### config.mk
export PLATFORM = sky130hd
export DESIGN_NAME = iter_exec_unit_flat
export DESIGN_NICKNAME = d
export VERILOG_FILES = /design/src/rtl/iter_exec_pkg.sv /design/src/rtl/iter_exec_unit_if.sv /design/src/rtl/iter_shift_step.sv /design/src/rtl/iter_exec_unit.sv /design/src/flat_wrapper.sv
export SDC_FILE = /design/constraint.sdc
export NUM_CORES = 1
export LEC_CHECK = 0
export CORE_UTILIZATION = 32
export CTS_CLUSTER_DIAMETER = 60
export DETAILED_ROUTE_END_ITERATION = 10
export GPL_TIMING_DRIVEN = 0
export PLACE_DENSITY = 0.54
export RECOVER_POWER = 100
export SLEW_MARGIN = 20
export SYNTH_ARGS = -nofsm -noshare
export SYNTH_HDL_FRONTEND = slang
export SYNTH_HIERARCHICAL = 1
export SYNTH_SLANG_ARGS = --single-unit
### constraint.sdc
create_clock -name CLK -period 3.25 [get_ports CLK]
set_input_delay 0.325 -clock CLK [delete_from_list [all_inputs] [get_ports CLK]]
set_output_delay 0.325 -clock CLK [all_outputs]
set_load 0.01 [all_outputs]
### src/rtl/iter_exec_pkg.sv
// Shared constants for the iterative execute unit: function-select codes,
// FSM state encoding and the datapath width.
package iter_exec_pkg;

   localparam int XLEN = 32;

   localparam logic [2:0] FS_MUL   = 3'b000;
   localparam logic [2:0] FS_MULHU = 3'b001;
   localparam logic [2:0] FS_SLL   = 3'b010;
   localparam logic [2:0] FS_SRL   = 3'b011;
   localparam logic [2:0] FS_SRA   = 3'b100;
   localparam logic [2:0] FS_ROR   = 3'b101;

   typedef enum logic [1:0] {
      ST_IDLE = 2'd0,
      ST_RUN  = 2'd1,
      ST_FIN  = 2'd2
   } state_t;

   function automatic logic fs_is_mul(input logic [2:0] fs);
      return (fs == FS_MUL) || (fs == FS_MULHU);
   endfunction

   function automatic logic fs_is_legal(input logic [2:0] fs);
      return fs <= FS_ROR;
   endfunction

endpackage

### src/rtl/iter_exec_unit_if.sv
// Operand/handshake/result bundle between control unit, operand muxes,
// write-back mux and the iterative execute unit.
interface iter_exec_unit_if;
   import iter_exec_pkg::*;

   logic            START;
   logic [2:0]      FS;
   logic [XLEN-1:0] BUS_A;
   logic [XLEN-1:0] BUS_B;
   logic            BUSY;
   logic            DONE;
   logic [XLEN-1:0] F;
   logic            V;
   logic            C;
   logic            N;
   logic            Z;
   logic            ILLEGAL;

   modport master (
      output START, FS, BUS_A, BUS_B,
      input  BUSY, DONE, F, V, C, N, Z, ILLEGAL
   );

   modport slave (
      input  START, FS, BUS_A, BUS_B,
      output BUSY, DONE, F, V, C, N, Z, ILLEGAL
   );

endinterface

### src/rtl/iter_shift_step.sv
// One-bit shift/rotate of a 32-bit word selected by the function code;
// also returns the bit that falls off the word.
module iter_shift_step
   import iter_exec_pkg::*;
(
   input  logic [2:0]      fs,
   input  logic [XLEN-1:0] value,
   output logic [XLEN-1:0] next,
   output logic            out_bit
);

   always_comb begin
      next    = value;
      out_bit = 1'b0;
      case (fs)
         FS_SLL: begin
            next    = {value[XLEN-2:0], 1'b0};
            out_bit = value[XLEN-1];
         end
         FS_SRL: begin
            next    = {1'b0, value[XLEN-1:1]};
            out_bit = value[0];
         end
         FS_SRA: begin
            next    = {value[XLEN-1], value[XLEN-1:1]};
            out_bit = value[0];
         end
         FS_ROR: begin
            next    = {value[0], value[XLEN-1:1]};
            out_bit = value[0];
         end
         default: begin
            next    = value;
            out_bit = 1'b0;
         end
      endcase
   end

endmodule

### src/rtl/iter_exec_unit.sv
// Multi-cycle execute unit: shift-add 32x32 multiply and bit-serial shifts.
// Optional ITER_EXEC_EARLY_TERM_EN ends a multiply once the multiplier is exhausted.
module iter_exec_unit
   import iter_exec_pkg::*;
#(
   parameter int CNT_W = 6
) (
   input  logic           CLK,
   input  logic           RESET,
   iter_exec_unit_if.slave bus
);

   state_t            state;
   state_t            state_nx;
   logic [2:0]        fs_r;
   logic [2*XLEN-1:0] acc;
   logic [2*XLEN-1:0] mcand;
   logic [XLEN-1:0]   mplier;
   logic [XLEN-1:0]   sh_val;
   logic [CNT_W-1:0]  cnt;

   logic [2*XLEN-1:0] acc_nx;
   logic [2*XLEN-1:0] mcand_nx;
   logic [XLEN-1:0]   mplier_nx;
   logic [XLEN-1:0]   sh_nx;
   logic              sh_out;
   logic              cnt_last;
   logic              mul_last;
   logic              mul_skip;
   logic              run_last;

   logic              load_res;
   logic [XLEN-1:0]   res_f;
   logic              res_c;
   logic              res_v;
   logic              res_ill;

   logic [XLEN-1:0]   f_r;
   logic              v_r;
   logic              c_r;
   logic              n_r;
   logic              z_r;
   logic              ill_r;

   iter_shift_step u_step (
      .fs      (fs_r),
      .value   (sh_val),
      .next    (sh_nx),
      .out_bit (sh_out)
   );

   assign acc_nx    = mplier[0] ? acc + mcand : acc;
   assign mcand_nx  = mcand << 1;
   assign mplier_nx = mplier >> 1;
   assign cnt_last  = (cnt == CNT_W'(1));

`ifdef ITER_EXEC_EARLY_TERM_EN
   // Once no multiplier bits remain, further iterations cannot change acc.
   assign mul_last = cnt_last || (mplier_nx == '0);
   assign mul_skip = (bus.BUS_B == '0);
`else
   assign mul_last = cnt_last;
   assign mul_skip = 1'b0;
`endif

   assign run_last = fs_is_mul(fs_r) ? mul_last : cnt_last;

   always_comb begin
      state_nx = state;
      load_res = 1'b0;
      res_f    = '0;
      res_c    = 1'b0;
      res_v    = 1'b0;
      res_ill  = 1'b0;
      case (state)
         ST_IDLE: begin
            if (bus.START) begin
               if (!fs_is_legal(bus.FS)) begin
                  state_nx = ST_FIN;
                  load_res = 1'b1;
                  res_ill  = 1'b1;
               end else if (fs_is_mul(bus.FS)) begin
                  if (mul_skip) begin
                     state_nx = ST_FIN;
                     load_res = 1'b1;
                  end else begin
                     state_nx = ST_RUN;
                  end
               end else if (bus.BUS_B[4:0] == 5'd0) begin
                  state_nx = ST_FIN;
                  load_res = 1'b1;
                  res_f    = bus.BUS_A;
               end else begin
                  state_nx = ST_RUN;
               end
            end
         end
         ST_RUN: begin
            if (run_last) begin
               state_nx = ST_FIN;
               load_res = 1'b1;
               if (fs_r == FS_MUL) begin
                  res_f = acc_nx[XLEN-1:0];
                  res_c = |acc_nx[2*XLEN-1:XLEN];
                  res_v = |acc_nx[2*XLEN-1:XLEN];
               end else if (fs_r == FS_MULHU) begin
                  res_f = acc_nx[2*XLEN-1:XLEN];
               end else begin
                  res_f = sh_nx;
                  res_c = sh_out;
               end
            end
         end
         ST_FIN:  state_nx = ST_IDLE;
         default: state_nx = ST_IDLE;
      endcase
   end

   always_ff @(posedge CLK) begin
      if (RESET) begin
         state  <= ST_IDLE;
         fs_r   <= '0;
         acc    <= '0;
         mcand  <= '0;
         mplier <= '0;
         sh_val <= '0;
         cnt    <= '0;
         f_r    <= '0;
         v_r    <= 1'b0;
         c_r    <= 1'b0;
         n_r    <= 1'b0;
         z_r    <= 1'b0;
         ill_r  <= 1'b0;
      end else begin
         state <= state_nx;
         if (state == ST_IDLE && bus.START) begin
            fs_r   <= bus.FS;
            acc    <= '0;
            mcand  <= {{XLEN{1'b0}}, bus.BUS_A};
            mplier <= bus.BUS_B;
            sh_val <= bus.BUS_A;
            cnt    <= fs_is_mul(bus.FS) ? CNT_W'(XLEN) : CNT_W'(bus.BUS_B[4:0]);
         end else if (state == ST_RUN) begin
            acc    <= acc_nx;
            mcand  <= mcand_nx;
            mplier <= mplier_nx;
            sh_val <= sh_nx;
            cnt    <= cnt - CNT_W'(1);
         end
         // Result is loaded on the edge entering FIN so it is valid with DONE.
         if (load_res) begin
            f_r   <= res_f;
            v_r   <= res_v;
            c_r   <= res_c;
            n_r   <= res_f[XLEN-1];
            z_r   <= (res_f == '0);
            ill_r <= res_ill;
         end
      end
   end

   assign bus.BUSY    = (state == ST_RUN);
   assign bus.DONE    = (state == ST_FIN);
   assign bus.F       = f_r;
   assign bus.V       = v_r;
   assign bus.C       = c_r;
   assign bus.N       = n_r;
   assign bus.Z       = z_r;
   assign bus.ILLEGAL = ill_r;

endmodule
### src/flat_wrapper.sv
// flat-port wrapper written by rule: the top's interface ports become plain ports
module iter_exec_unit_flat import iter_exec_pkg::*;
#(
   parameter int CNT_W = 6
)
  (CLK, RESET, bus_START, bus_FS, bus_BUS_A, bus_BUS_B, bus_BUSY, bus_DONE, bus_F, bus_V, bus_C, bus_N, bus_Z, bus_ILLEGAL);
  iter_exec_unit_if bus_i ();
  input  logic CLK;
  input  logic RESET;
  input wire logic [$bits(bus_i.START)-1:0] bus_START;
  input wire logic [$bits(bus_i.FS)-1:0] bus_FS;
  input wire logic [$bits(bus_i.BUS_A)-1:0] bus_BUS_A;
  input wire logic [$bits(bus_i.BUS_B)-1:0] bus_BUS_B;
  output wire logic [$bits(bus_i.BUSY)-1:0] bus_BUSY;
  output wire logic [$bits(bus_i.DONE)-1:0] bus_DONE;
  output wire logic [$bits(bus_i.F)-1:0] bus_F;
  output wire logic [$bits(bus_i.V)-1:0] bus_V;
  output wire logic [$bits(bus_i.C)-1:0] bus_C;
  output wire logic [$bits(bus_i.N)-1:0] bus_N;
  output wire logic [$bits(bus_i.Z)-1:0] bus_Z;
  output wire logic [$bits(bus_i.ILLEGAL)-1:0] bus_ILLEGAL;
  assign bus_i.START = bus_START;
  assign bus_i.FS = bus_FS;
  assign bus_i.BUS_A = bus_BUS_A;
  assign bus_i.BUS_B = bus_BUS_B;
  assign bus_BUSY = bus_i.BUSY;
  assign bus_DONE = bus_i.DONE;
  assign bus_F = bus_i.F;
  assign bus_V = bus_i.V;
  assign bus_C = bus_i.C;
  assign bus_N = bus_i.N;
  assign bus_Z = bus_i.Z;
  assign bus_ILLEGAL = bus_i.ILLEGAL;
  iter_exec_unit #(.CNT_W(CNT_W)) u_core (.CLK(CLK), .RESET(RESET), .bus(bus_i));
endmodule
==> results_dict.tcl, run 1 <==
set metrics [dict create \
    outcome "finished, violations left" \
    violations "negative setup slack" \
    yosysWarningCount 6 \
    grt_setup_unrepaired "yes" \
    critical_path_class "flop to flop" \
    drtIter0Drc 2882 \
    hp-class "primary input to flop" \
    io_buffer_count 107 \
    p_int_uw 6400 \
    holdPathStages 4 \
    leakage_uw 0.00871 \
    routed_via_density 6.31 \
    fin_ws_ns -0.493 \
    ff2ff_setup_slack_ns -0.49 \
    power_density_nw_per_um2 403 \
    grt_usage 0.341 \
    cts_buffer_depth 3 \
    drt_drc_violations_left 0 \
    clock_latency_ns 0.57 \
    post-dp-hpwl_um 76900 \
    yosysSeqAreaShare 0.274 \
    cts_sinks 239 \
    post-route-util 0.448 \
    fmax_mhz 267 \
    layout_commonest_cell "nand2_1" \
    critPathTopFamily "compound AO/OA/AOI/OAI gates" \
    place_area_um2 19500 \
    wl_um 97800 \
    chipHeight_um 236 \
    vias 21300 \
    slowest_delay_ns 0.41 \
    cts_tree "yes" \
    r2r-end "u_core/bus.C" \
    grt_pass1_wl_um 139000 \
    p_clk_frac 0.432 \
    grt_pass1_vias 19700 \
    numCtsBuffers 37 \
    async_reset_ff_frac 0 \
    multi_input_area_um2 13600 \
    hold_end "u_core/mplier[2]" \
    synth.distinct_cells 100 \
    drtPass1Iterations 7 \
    cp.depth 16 \
    synth_area_um2 17500 \
    switching_power_uw 3320 \
    grt_max_degree 13 \
    rows 85 \
    path_cells "ha_2 > o211ai_1 > a21oi_4 > buf_6 > o21ai_4 > a311oi_4 > buf_6 > buf_4 > nor3b_1 > a21oi_4 > o2111ai_2 > a221oi_4 > o2111ai_2 > nor4_2 > buf_4 > o22ai_1" \
    initial_core_util 0.324 \
    path_buf_inv 4 \
    slowest_stage "o21ai_4" \
    required_ns 3.66 \
    globalplace.congestion 1.05 \
    synth_edf_count 0 \
    reg2regPathDepth 16 \
    cap_violations 0 \
    synth_nets 2508 \
    synthFlopType "dfxtp_1" \
    arrival_ns 4.15 \
    setup_viol 22 \
    synth.ff_latch_count 239 \
    nFillCells 5395 \
    fin_worst_skew_ns 0.0279 \
    ioPinCount 109 \
    drtAntennaViolNets 0 \
    wl_per_cell_um 29.0 \
    tightestPinTransition_ns 0.970 \
    final_cell_mix "nand2_1 (349), a21oi_1 (243), nor2_1 (201)" \
    pwr-share-comb 0.229 \
    drv_slew 0 \
    ff_latch_area_um2 4910 \
    areaGrowthSynthToFinish_pct 38.2 \
    min_period_ns 3.74 \
    startpoint_type "flop" \
    setup-tns-final_ns -2.79 \
    core_area_um2 53800 \
    min_period_over_period 1.15 \
    hold_ws_ns 0.303 \
    slew_headroom 0.354 \
    synth_cells 2372 \
    layout.nets 2778 \
    syn_area_per_cell_um2 7.36 \
    timing.rr.start "u_core/mcand[5]" \
    htreeDepth 2 \
    drive_above_1_share 0.240 \
    antenna_found_initial 3 \
    fin_area_um2 24100 \
    crit_path_end_kind "flop" \
    clk_pin_slew_ns 0.06 \
    hold_start "bus_START" \
    seq_power_share 0.339 \
    ir_drop_v 0.000272 \
    dieWidth_um 236 \
    cts_root_buffer "clkbuf_16" \
    worstPathMaxFanout 6 \
    final_hold_viol_count 0 \
    p_sw_frac 0.342 \
    finalPower_uw 9720 \
    dieArea_um2 55500 \
    grt-ovfl-total 0 \
]
## power groups by stage
stage	sequential [uW]	clock [uW]	combinational, uW
after global routing	3310	4380	2320
after detailed placement	3330	0	1940
after global placement	3330	0	1920
after floorplan	3250	0	1170
final	3300	4200	2220
after CTS	3280	4250	2070
## cell type report
type                       count  area share
multi-input combinational   1900       0.565
sequential                   239       0.203
timing repair buffer         249      0.0934
clock buffer                  46      0.0427
buffer                       162      0.0404
tap                          696      0.0361
clock inverter                22      0.0106
inverter                      53     0.00830
antenna                        2    0.000208
## synth_stat cells, types with 24 or more instances
master,n,area (um^2)
nand2_1,355,1330
a21oi_1,298,1490
dfxtp_1,239,4780
nor2_1,221,830
clkbuf_1,114,428
a22oi_1,92,691
o21ai_0,88,440
ha_1,65,813
mux2i_1,63,631
inv_1,51,191
nand4_1,50,313
nor3_1,45,225
nand2b_1,43,269
o22ai_1,39,244
a221oi_1,37,324
nand3_1,35,175
a211oi_1,33,248
nand3b_1,33,248
a211o_1,31,272
xnor2_1,29,254
buf_2,26,130
a21o_1,24,180
## what timing repair did
item | 4_1_cts | 5_1_grt
gates resized for setup | 399 | 156
setup buffers | 98 | 43
hold endpoints to repair | 0 | 0
gates cloned | 0 | 0
pin swaps | 86 | 93
endpoints found under the setup margin | 99 | 52
hold buffers | 0 | 0
## cells by family (layout without fill, tap and decap cells)
logic type | after synthesis | after routing | synth area share
AO/OA/AOI/OAI | 820 | 820 | 0.309
XOR/XNOR | 46 | 46 | 0.0231
adder cells (fa/ha/maj) | 67 | 67 | 0.0483
buffers and inverters | 233 | 532 | 0.0625
flip-flops | 239 | 239 | 0.274
multiplexers | 70 | 70 | 0.0407
other | 0 | 2 | 0
AND/OR/NAND/NOR | 897 | 897 | 0.242
## stage by stage
stage / setup slack, ns / std cells
after floorplan: 0.0376 / 2372
after CTS: -0.454 / 3329
after global placement: -1.88 / 3175
final: -0.493 / 3369
after global routing: -0.588 / 3367
after detailed placement: -1.88 / 3178
## worst min-delay path: stages
cell and delay [ns]:
clkbuf_1 0.29, nand2_1 0.08, o21ai_0 0.06, a211oi_1 0.06
## worst max-delay path by stage
stage	start	end	slack [ns]
after floorplan	u_core/mcand[0]	u_core/bus.C	0.04
after global placement	u_core/mcand[0]	u_core/bus.Z	-1.88
after detailed placement	u_core/mcand[1]	u_core/bus.C	-1.88
after CTS	u_core/mcand[10]	u_core/bus.C	-0.45
after global routing	u_core/mcand[18]	u_core/bus.C	-0.59
final	u_core/mcand[5]	u_core/bus.C	-0.49
## sequential cells by signal, indices dropped and copies added, names as in the netlist, 2 cells and up
name           cells
u_core/acc        64
u_core/mcand      64
u_core/bus.F      32
u_core/mplier     32
u_core/sh_val     32
u_core/cnt         6
u_core/fs_r        3
u_core/state       2
## per-layer routing
metal,track usage,vias up,part of all wire,wire length [um]
met5,0,-,0.00011,11
met3,0.0906,258,0.11,10900
li1,-,9351,-,-
met4,0.135,2,0.047,4600
met2,0.501,1252,0.42,40700
met1,0.470,10400,0.42,41600
Power figures use the tool's default switching activity.
==> inputs of run 2 (changes only) <==
Settings changed: CTS_BUF_LIST set to sky130_fd_sc_hd__clkbuf_4, CTS_CLUSTER_SIZE set to 12.
==> run 2 against run 1 <==
  * The run still ends with negative setup slack left
  * Clock power fell by 52%
  * Global-route usage down 0.39 points
  * Sequential share of layout area increased by 0.57 points
  * Fmax fell by 2.1%
  * Routed wire length rose by 0.16%
  * Cell area fell by 1.9%
  * Combinational power grew 2%
  * Clock skew up 0.073 ns
  * Sequential power hardly changed
  * Critical path depth shrank 1
  * Worst setup slack lost 0.079 ns
  * Critical endpoint is now u_core/bus.Z
==> results_dict.tcl, run 2 (synthesized netlist as in run 1, its figures left out) <==
set metrics [dict create \
    outcome "finished, violations left" \
    violations "negative setup slack" \
    worstPathMaxFanout 6 \
    cts_buffer_depth 3 \
    grt-ovfl-total 0 \
    wl_um 97900 \
    layout.nets 2804 \
    ff_latch_area_um2 4950 \
    drv_slew 0 \
    ff2ff_setup_slack_ns -0.57 \
    p_int_uw 4590 \
    tightestPinTransition_ns 0.991 \
    grt_usage 0.337 \
    fin_worst_skew_ns 0.101 \
    grt_setup_unrepaired "yes" \
    post-dp-hpwl_um 76900 \
    globalplace.congestion 1.05 \
    rows 85 \
    ir_drop_v 0.000312 \
    reg2regPathDepth 15 \
    min_period_over_period 1.18 \
    ioPinCount 109 \
    dieWidth_um 236 \
    leakage_uw 0.00843 \
    setup_viol 30 \
    final_cell_mix "nand2_1 (346), a21oi_1 (245), nor2_1 (201)" \
    setup-tns-final_ns -3.98 \
    routed_via_density 6.33 \
    cts_root_buffer "clkbuf_4" \
    required_ns 4.05 \
    multi_input_area_um2 13700 \
    grt_pass1_vias 19400 \
    layout_commonest_cell "nand2_1" \
    holdPathStages 3 \
    numCtsBuffers 30 \
    cts_tree "yes" \
    initial_core_util 0.324 \
    clock_latency_ns 0.89 \
    hp-class "primary input to flop" \
    wl_per_cell_um 28.9 \
    drtPass1Iterations 5 \
    antenna_found_initial 3 \
    p_clk_frac 0.265 \
    areaGrowthSynthToFinish_pct 35.6 \
    fmax_mhz 262 \
    core_area_um2 53800 \
    clk_pin_slew_ns 0.13 \
    power_density_nw_per_um2 319 \
    crit_path_end_kind "flop" \
    pwr-share-comb 0.299 \
    startpoint_type "flop" \
    final_hold_viol_count 0 \
    seq_power_share 0.436 \
    cts_sinks 239 \
    top_regs "u_core/acc x64, u_core/mcand x64" \
    dieArea_um2 55500 \
    fin_ws_ns -0.572 \
    drive_above_1_share 0.249 \
    p_sw_frac 0.392 \
    startpoint "u_core/mcand[0]" \
    cap_violations 0 \
    min_period_ns 3.82 \
    timing.rr.start "u_core/mcand[0]" \
    switching_power_uw 2960 \
    post-route-util 0.440 \
    post-place-ws_ns -1.88 \
    critical_path_class "flop to flop" \
    drtAntennaViolNets 0 \
    nFillCells 5450 \
    drt_drc_violations_left 0 \
    htreeDepth 1 \
    slew_headroom 0.339 \
    grt_pass1_wl_um 138000 \
    chipHeight_um 236 \
    hold_start "bus_BUS_B[21]" \
    io_buffer_count 107 \
    drtIter0Drc 3015 \
    grt_max_degree 18 \
    vias 21400 \
    arrival_ns 4.63 \
]
run 2: changes by cell type in the layout (fill, tap and decap cells not counted), sizes merged:
cell	change
inv	-2
clkbuf	-3
bufinv	-1
buf	+23
clkinvlp	+1
clkdlybuf4s50	+1
clkinv	-2
run 2: repair_timing:
action | 4_1_cts | 5_1_grt
pin swaps | 73 | 97
resized for setup | 333 | 268
setup buffers | 88 | 89
endpoints found under the setup margin | 101 | 66
hold buffers | 1 | 0
endpoints found under the hold margin | 2 | 0
run 2: layout make-up:
class,instances,area share
flip-flops and latches,239,0.209
multi-input cells,1900,0.580
clock inverters,18,0.00730
plain buffers,159,0.0399
inverters,53,0.00851
well taps,696,0.0368
clock buffers,34,0.0108
repair buffers,285,0.107
diodes,2,0.000211
run 2: through the flow:
step                      cell area [um^2]  std cells  hold slack, ns  power (uW)
after floorplan                      17500       2372           0.444        4420
after global placement               19400       3175           0.449        5250
after detailed placement             19500       3178           0.449        5270
after CTS                            21900       3305          0.0583        7370
after global routing                 23700       3386          0.0757        7800
final                                23700       3386           0.100        7550
run 2: worst max-delay path, stage by stage, from the launching register on:
cell and delay (ns):
dfxtp_4 0.41, ha_4 0.15, inv_2 0.04, fa_2 0.34, nand2b_4 0.17, a21oi_4 0.26, o21ai_4 0.18, buf_4 0.18
nand2_1 0.13, mux2i_1 0.56, a311oi_1 0.14, a32oi_2 0.43, nand3_1 0.15, nor4b_2 0.28, nand4_1 0.14, o31ai_1 0.21
run 2: worst paths after layout:
path / endpoint
max reg2reg: u_core/bus.Z
min reg2reg: u_core/bus.F[21]
min: u_core/mplier[21]
max: u_core/bus.Z
run 2: layer usage:
layer | vias up | routed length (um) | global-route usage
li1 | 9403 | - | -
met1 | 10500 | 42100 | 0.477
met2 | 1309 | 40600 | 0.497
met3 | 252 | 10600 | 0.0700
met4 | 2 | 4600 | 0.133
met5 | - | 11 | 0
run 2: power by group through the flow:
stage | registers, uW | logic [uW] | clock network [uW]
after CTS | 3280 | 2060 | 2020
after detailed placement | 3330 | 1940 | 0
final | 3300 | 2260 | 2000
after floorplan | 3250 | 1170 | 0
after global routing | 3310 | 2360 | 2130
after global placement | 3330 | 1920 | 0
